===== src/rtl/intr_sequencer.sv =====
// Multi-source interrupt sequencer: edge-latched requests, fixed-priority arbitration,
// bounded nesting stack, and fetch-stage injection/vectoring handshake.
module intr_sequencer #(
  parameter int               N_IRQ      = 4,
  parameter int               NEST_DEPTH = 2,
  parameter int               VEC_W      = 8,
  parameter logic [VEC_W-1:0] VEC_BASE   = 8'h01,
  localparam int              DW         = $clog2(NEST_DEPTH + 1),
  localparam int              IDW        = $clog2(N_IRQ + 1)
) (
  input  logic             clk,
  input  logic             rst,
  input  logic [N_IRQ-1:0] irq,
  input  logic             en_we,
  input  logic [N_IRQ-1:0] en_wdata,
  input  logic [3:0]       opcode,
  input  logic [1:0]       ra,
  input  logic             instr_valid,
  input  logic             stall_in,
  input  logic             branch_taken,
  output logic             sf1,
  output logic             pc_en,
  output logic             pc_load,
  output logic [VEC_W-1:0] vec_addr,
  output logic [N_IRQ-1:0] int_ack,
  output logic             int_active,
  output logic [DW-1:0]    depth,
  output logic             rti_err
);

  typedef enum logic [1:0] {IDLE = 2'd0, INJECT = 2'd1, VECTOR = 2'd2} state_t;

  state_t           state_r, state_next_s;
  logic [N_IRQ-1:0] irq_q_r, pend_r, en_r;
  logic [N_IRQ-1:0] edge_s, elig_s, ack_s, pend_next_s;
  logic [IDW-1:0]   stk_r [NEST_DEPTH];
  logic [IDW-1:0]   w_r, win_s, top_s;
  logic             win_found_s, accept_s, rti_s, pop_s, push_s;
  logic [DW-1:0]    depth_r, slot_s, depth_next_s;

  assign edge_s       = irq & ~irq_q_r;
  assign elig_s       = pend_r & en_r;
  assign win_found_s  = |elig_s;
  assign rti_s        = instr_valid && (opcode == 4'd11) && (ra == 2'd3);
  assign pop_s        = rti_s && (depth_r != {DW{1'b0}});
  assign push_s       = (state_r == INJECT) && !stall_in;
  // A simultaneous pop frees the current top slot, so the new entry replaces it.
  assign slot_s       = pop_s ? (depth_r - DW'(1)) : depth_r;
  assign depth_next_s = depth_r + DW'(push_s) - DW'(pop_s);
  assign accept_s     = win_found_s && (depth_r < DW'(NEST_DEPTH)) && (win_s < top_s);
  assign pend_next_s  = (pend_r & ~ack_s) | edge_s;

  assign sf1     = (state_r == INJECT);
  assign pc_en   = (state_r != INJECT);
  assign pc_load = (state_r == VECTOR);
  assign depth   = depth_r;

  // Priority winner, stack-top id and acknowledge decode
  always_comb begin
    win_s = {IDW{1'b0}};
    top_s = IDW'(N_IRQ);
    ack_s = {N_IRQ{1'b0}};
    for (int i = N_IRQ - 1; i >= 0; i--) begin
      win_s = elig_s[i] ? IDW'(i) : win_s;
    end
    for (int i = 0; i < NEST_DEPTH; i++) begin
      top_s = (depth_r == DW'(i + 1)) ? stk_r[i] : top_s;
    end
    for (int i = 0; i < N_IRQ; i++) begin
      ack_s[i] = push_s && (w_r == IDW'(i));
    end
  end

  // Next-state logic; an RTI in IDLE takes precedence over a new injection
  always_comb begin
    state_next_s = state_r;
    case (state_r)
      IDLE: begin
        if (accept_s && !stall_in && !branch_taken && !rti_s) state_next_s = INJECT;
        else                                                   state_next_s = IDLE;
      end
      INJECT: begin
        if (!stall_in) state_next_s = VECTOR;
        else           state_next_s = INJECT;
      end
      VECTOR:  state_next_s = IDLE;
      default: state_next_s = IDLE;
    endcase
  end

  // State, request latching, enables and registered outputs
  always_ff @(posedge clk or negedge rst) begin
    if (!rst) begin
      state_r    <= IDLE;
      irq_q_r    <= {N_IRQ{1'b0}};
      pend_r     <= {N_IRQ{1'b0}};
      en_r       <= {N_IRQ{1'b0}};
      w_r        <= {IDW{1'b0}};
      depth_r    <= {DW{1'b0}};
      int_ack    <= {N_IRQ{1'b0}};
      int_active <= 1'b0;
      vec_addr   <= {VEC_W{1'b0}};
      rti_err    <= 1'b0;
    end else begin
      state_r    <= state_next_s;
      irq_q_r    <= irq;
      pend_r     <= pend_next_s;
      if (en_we) en_r <= en_wdata;
      if ((state_r == IDLE) && (state_next_s == INJECT)) w_r <= win_s;
      if (push_s) vec_addr <= VEC_BASE + VEC_W'(w_r);
      depth_r    <= depth_next_s;
      int_active <= (depth_next_s != {DW{1'b0}});
      int_ack    <= ack_s;
      rti_err    <= rti_s && (depth_r == {DW{1'b0}});
    end
  end

  // Nesting stack of accepted line ids
  always_ff @(posedge clk or negedge rst) begin
    if (!rst) begin
      for (int i = 0; i < NEST_DEPTH; i++) stk_r[i] <= {IDW{1'b0}};
    end else begin
      for (int i = 0; i < NEST_DEPTH; i++) begin
        if (push_s && (slot_s == DW'(i))) stk_r[i] <= w_r;
      end
    end
  end

endmodule


===== config.mk =====
export PLATFORM = sky130hd
export DESIGN_NAME = intr_sequencer
export DESIGN_NICKNAME = d
export VERILOG_FILES = /design/src/rtl/intr_sequencer.sv
export SDC_FILE = /design/constraint.sdc
export NUM_CORES = 1
export LEC_CHECK = 0
export CORE_MARGIN = 2
export CORE_UTILIZATION = 51
export DETAILED_ROUTE_END_ITERATION = 8
export PLACE_DENSITY = 0.84
export SLEW_MARGIN = 15
export SYNTH_ARGS = -nofsm -noshare
export SYNTH_HDL_FRONTEND = slang
export SYNTH_SLANG_ARGS = --single-unit

===== constraint.sdc =====
create_clock -name clk -period 5.5 [get_ports clk]
set_input_delay 0.55 -clock clk [delete_from_list [all_inputs] [get_ports clk]]
set_output_delay 0.55 -clock clk [all_outputs]
set_load 0.05 [all_outputs]

Word level (Yosys, flattened, before mapping). Index checks and enable logic that the tools add are counted.

Add/sub/neg operators: 4. Order comparisons: 2. Equal/unequal tests: 12. Mux-type cells: 10. Bitwise logic cells: 6. Reduce and logical (&&, ||, !) cells: 27.

Operator list (count): 1-bit logical AND (17); 4-bit bitwise AND (3); 2-bit 2-to-1 mux (6); 2-bit by 1-bit equality test with 1-bit output, second input constant (4); 4-bit NOT (2); 2-bit equality test, second input constant (3); 3-bit by 2-bit equality test with 1-bit output, second input constant (2); 2-bit zero test (3); 3-bit 2-to-1 mux (2); 1-bit by 3-bit adder with 4-bit output, first input constant (1); 4-bit equality test, second input constant (1); 4-bit OR (1); 2-bit one-hot mux with 2 select lines (1); 2-bit nonzero test (2); 4-bit OR reduction (1); 3-bit by 1-bit equality test with 1-bit output, second input constant (1); 1-bit zero test (3); 3-bit zero test (1); 3-bit < comparator (1); 2-bit by 1-bit adder with 2-bit output (1); 2-bit < comparator, second input constant (1); 2-bit by 1-bit != test with 1-bit output, second input constant (1); 2-bit by 1-bit subtractor with 2-bit output (1); 2-bit by 1-bit subtractor with 2-bit output, second input constant (1); 1-bit 2-to-1 mux (1).

Flip-flop bits (word level): 39. Bits of input ports: 20. Output and inout bits: 19. Word-level logic and storage cells: 73.

Logic depth before layout (Yosys ltp).
Depth after elaboration: 14. Gate-level depth with buffers: 11. Mapped depth without buffers: 11.

Worst setup path after synthesis. OpenSTA, ideal clock, no wires.

Path type: reg-to-reg. Start point: register depth_r[0] (netlist: depth[0]). End point: register w_r[1]. Library setup time: 0.125 ns. Arrival time: 2.391 ns. Data required time: 5.375 ns. Slack: 2.984 ns. Cell stages (with the launch flop): 11. Path buffers: 0. Period minus slack after synthesis: 2.516 ns. Cells stage by stage: dfrtp_1 -> inv_1 -> ha_1 -> nor2_1 -> a21oi_1 -> ha_1 -> nand2_1 -> a221oi_1 -> nor4_4 -> o21ai_2 -> mux2_4.

Word-level cells in the longest chain between the ends: 12. Elaborated cells on any way between the ends: 15. Classes of those cells: order compare: 2; eq/ne: 3; mux: 4; reduce/logical: 6.

Ends and longest elaborated chain: from (decl) (RTL line 39) `logic [DW-1:0] depth_r, slot_s, depth_next_s;`; from (signal assigned) (RTL line 99) `depth_r <= {DW{1'b0}};`; from (signal assigned) (RTL line 111) `depth_r <= depth_next_s;`; 2-bit by 1-bit equality test with 1-bit output (RTL line 67) `top_s = (depth_r == DW'(i + 1)) ? stk_r[i] : top_s;`; 3-bit 2-to-1 mux (2 in series) (RTL line 67); 3-bit < comparator (RTL line 50) `assign accept_s = win_found_s && (depth_r < DW'(NEST_DEPTH)) && (win_s < top_s);`; 1-bit logical AND (*) (RTL line 50); 1-bit logical AND (*) (3 in series) (RTL line 79) `if (accept_s && !stall_in && !branch_taken && !rti_s) state_next_s = INJECT;`; 1-bit 2-to-1 mux (*) (RTL line 79); 2-bit one-hot mux with 2 select lines (*) (RTL line 77) `case (state_r)`; 2-bit by 1-bit equality test with 1-bit output (*) (RTL line 109) `if ((state_r == IDLE) && (state_next_s == INJECT)) w_r <= win_s;`; 1-bit logical AND (*) (RTL line 109); to (signal assigned) (RTL line 98) `w_r <= {IDW{1'b0}};`; to (signal assigned) (RTL line 109); to (decl) (RTL line 37) `logic [IDW-1:0] w_r, win_s, top_s;`.

Every way passes the cells marked *; elsewhere a longest branch is shown, timed or not. A chain may end at the register's enable or synchronous reset.

Worst setup path in the final report. Ends and elaborated chain as after synthesis.

==> summary.md <==
| Metric | Value |
|---|---|
| Number of port buffers | `33` |
| CTS tree | `built` |
| # diodes | `0` |
| Main combinational cell family by area after synthesis | `simple AND/OR/NAND/NOR gates` |
| Multiplexer area fraction after synthesis | `0.07173` |
| Area grow syn2layout | `26.81%` |
| CP Launch Type | `register` |
| Final hold vios | `0` |
| Final Cell Area | `1858 um^2` |
| Peak VDD IR | `0.3310 mV` |
| Placement Cell Area | `1808 um^2` |
| Resize count post-CTS | `0` |
| Status | `completed` |
| Fmax | `0.4261 GHz` |
| Final setup viols | `0` |
| # nets final | `194` |
| WP data arrival | `2560 ps` |
| Die height | `57.60 um` |
| Crit Path Class | `reg2reg` |
| First-pass DRT Iterations | `4` |
| RSZ-0062 raised after global routing | `no` |
| Num Clock Sinks | `31` |
| Syn avg cell area | `11.72 um^2` |
| Fraction of layout cells with a size suffix above 1 | `0.1273` |
| Initial antenna violation count | `0` |
| Setup TNS | `0 ps` |
| Starting Density | `0.5359` |
| Clock Pin Slew Worst Setup and Hold Paths | `100 ps` |
| Post-DRT Antenna Nets | `0` |
| Register area | `775.7 um^2` |
| Psw | `0.3842 mW` |
| Via count | `1001` |
| Slowest-stage cell, CP | `dfrtp_1` |
| CTS Buffer Depth | `2` |
| CTS root buf | `clkbuf_4` |
| Critical Path End Type | `register` |
| Final hold slack | `418.0 ps` |
| Clk pwr share | `0.140` |
| GR Overflow Total | `0` |
| Core area | `2734 um^2` |
| Non-Filler Instances | `196` |
| Skew final | `12.04 ps` |
| Worst Path Max Fanout | `6` |
| CTS hold repair buffers | `0` |
| Placed Cells | `approximately 190` |
| Largest cells by area after synthesis | `dfrtp_1, ha_1, nand2_1` |
| Adder-Cell Fraction of Synth Area | `0.08540` |
| Commonest non-fill, non-tap cell in the layout | `clkdlybuf4s50_1` |
| Xor/xnor share of the synthesized area | `0.01196` |
| Routability-driven placement congestion ratio | `0.7955` |
| Register bit total from synthesis | `31` |
| Power Dens Cells | `472.0 nW/um^2` |
| Clk_lat worst skew | `330 ps` |
| Leak | `between 0.9 and 1 nW` |
| Footprint of the multi-input gates | `599.3 um^2` |
| Sw Ratio | `0.4381` |
| Crit path cell chain | `inv_1, ha_1, nor2_1, a21oi_1, ha_1, nand2_1, a221oi_1, nor4_4, o21ai_2, mux2_4` |
| Post-CTS Setup Inserts | `0` |
| Syn Inst Count | `about 130` |
| Routed length per placed instance | `13.12 um` |
| Inserted Clock Buffers | `5` |
| Post-synthesis compound-gate area fraction | `0.07857` |
| Cell Rows | `19` |
| Total Wirelength | `2.572 mm` |
| Min-Delay Path Class | `reg2reg` |
| Tmin final | `2347 ps` |
| Total track usage | `0.1845` |
| Sequential share of the synthesized area | `0.5295` |
| Most frequent CP cell | `ha_1` |
| Synthesis Warnings | `0` |
| Io pins | `39` |
| Die X | `roughly 58 um` |
| DRC viols | `0` |
| Fin crit share | `0.4267` |
| Max-slew violation count | `0` |
| Unique masters post-synth | `34` |
| Rel. slew slack | `0.6609` |
| Via density | `5.107` |
| Commonest non-fill, non-tap cells in the layout | `clkdlybuf4s50_1, dfrtp_1, nand2_1` |
| Sequential Power Share | `0.391` |
| Slew @ Worst Pin | `507.0 ps` |
| Cell Int Power | `0.4928 mW` |
| Global-route wire length before repair | `around 4.5 mm` |
| Iter 0 DRT Violations | `24` |
| Mapped Area | `1465 um^2` |
| Util after Layout | `0.6796` |
| Largest stage delay on the critical path | `between 400 and 500 ps` |
| Die area | `approximately 3300 um^2` |
| Cell taking the most area after synthesis | `dfrtp_1` |
| Worst endpoint required time | `5710 ps` |
| Vias in the first global route | `1066` |
| Combinational group share of total power | `0.469` |
| Max Cap Viol | `0` |
| Fillers | `223` |
| Synth Area in Simple Gates | `0.1486` |
| CTS H-tree depth | `2` |
| Post-synth top area share | `0.5295` |
| Largest net degree at the start of global routing | `32` |
| Hpwl dp | `2.032 mm` |
-- metal layers --
metal  track usage  up-vias  wire (um)
li1              -      493          -
met1        0.1863      465       1034
met2        0.3344       36       1306
met3       0.05669        7        178
met4       0.09967        0         53
met5             0        -          0
-- state kept, by name, indices dropped and copies added (netlist names) --
signal / count
en_r: 4
int_ack: 4
irq_q_r: 4
pend_r: 4
stk_r: 4
vec_addr: 3
depth: 2
state_r: 2
w_r: 2
int_active: 1
rti_err: 1
-- Yosys cell counts, drive strengths merged --
| cell | n |
|---|---|
| a22o | 1 |
| mux2 | 9 |
| a32oi | 1 |
| a221oi | 1 |
| nand4 | 1 |
| inv | 15 |
| conb | 1 |
| or2 | 1 |
| o22ai | 3 |
| nor4 | 5 |
| nor2b | 1 |
| nand2 | 16 |
| ha | 10 |
| and2b | 1 |
| nor2 | 1 |
| a21oi | 5 |
| dfrtp | 31 |
| and2 | 4 |
| a41oi | 2 |
| and3b | 1 |
| nand2b | 2 |
| o21ai | 3 |
| nor3 | 1 |
| buf | 6 |
| xnor2 | 2 |
| a21o | 1 |
-- cells by family after synthesis --
logic type      count (synthesis)
flops                          31
other cells                     1
buf+inv                        21
compound gates                 17
simple gates                   34
mux                             9
xor+xnor                        2
fa+ha+maj                      10
-- final timing paths --
kind	start	endpoint	slack, ps	cells after the start
worst min register to register	irq_q_r[3]	pend_r[3]	420	1
worst max register to register	depth[0]	w_r[1]	3150	10
max in group asynchronous	rst	state_r[0]	4630	2
worst max-delay path	depth[0]	w_r[1]	3150	10
worst min-delay path	irq_q_r[3]	pend_r[3]	420	1
min in group asynchronous	rst	depth[0]	590	2
-- final cells by class --
cell class	count	share of cell area
Timing Repair Buffer	34	0.1818
Sequential cell	31	0.4175
Clock inverter	1	0.002694
Inverter	15	0.03030
Multi-Input combinational cell	77	0.3226
Tap cell	31	0.02088
Clock buffer	7	0.02424
-- critical path, delay by kind of cell (launching register included) --
kind | cells | cell delay (ps)
multiplexers | 1 | 310
AO/OA/AOI/OAI | 3 | 520
adder cells (fa/ha/maj) | 2 | 520
buffers and inverters | 1 | 120
AND/OR/NAND/NOR | 3 | 280
flip-flops | 1 | 460
-- power by group through the flow --
stage	clock network [mW]	registers, mW	logic (mW)
global placement	0	0.345	0.401
detailed placement	0	0.349	0.413
finish	0.122	0.343	0.412
floorplan	0	0.418	0.215
CTS	0.128	0.344	0.416
global route	0.137	0.352	0.450
-- per-stage QoR --
step / power [mW] / worst slack [ps]
floorplan: 0.6333 / 2984
global placement: 0.7464 / 2963
detailed placement: 0.7620 / 2859
CTS: 0.8883 / 3135
global route: 0.9387 / 2936
finish: 0.8770 / 3153
(Power assumes the default switching activity.)
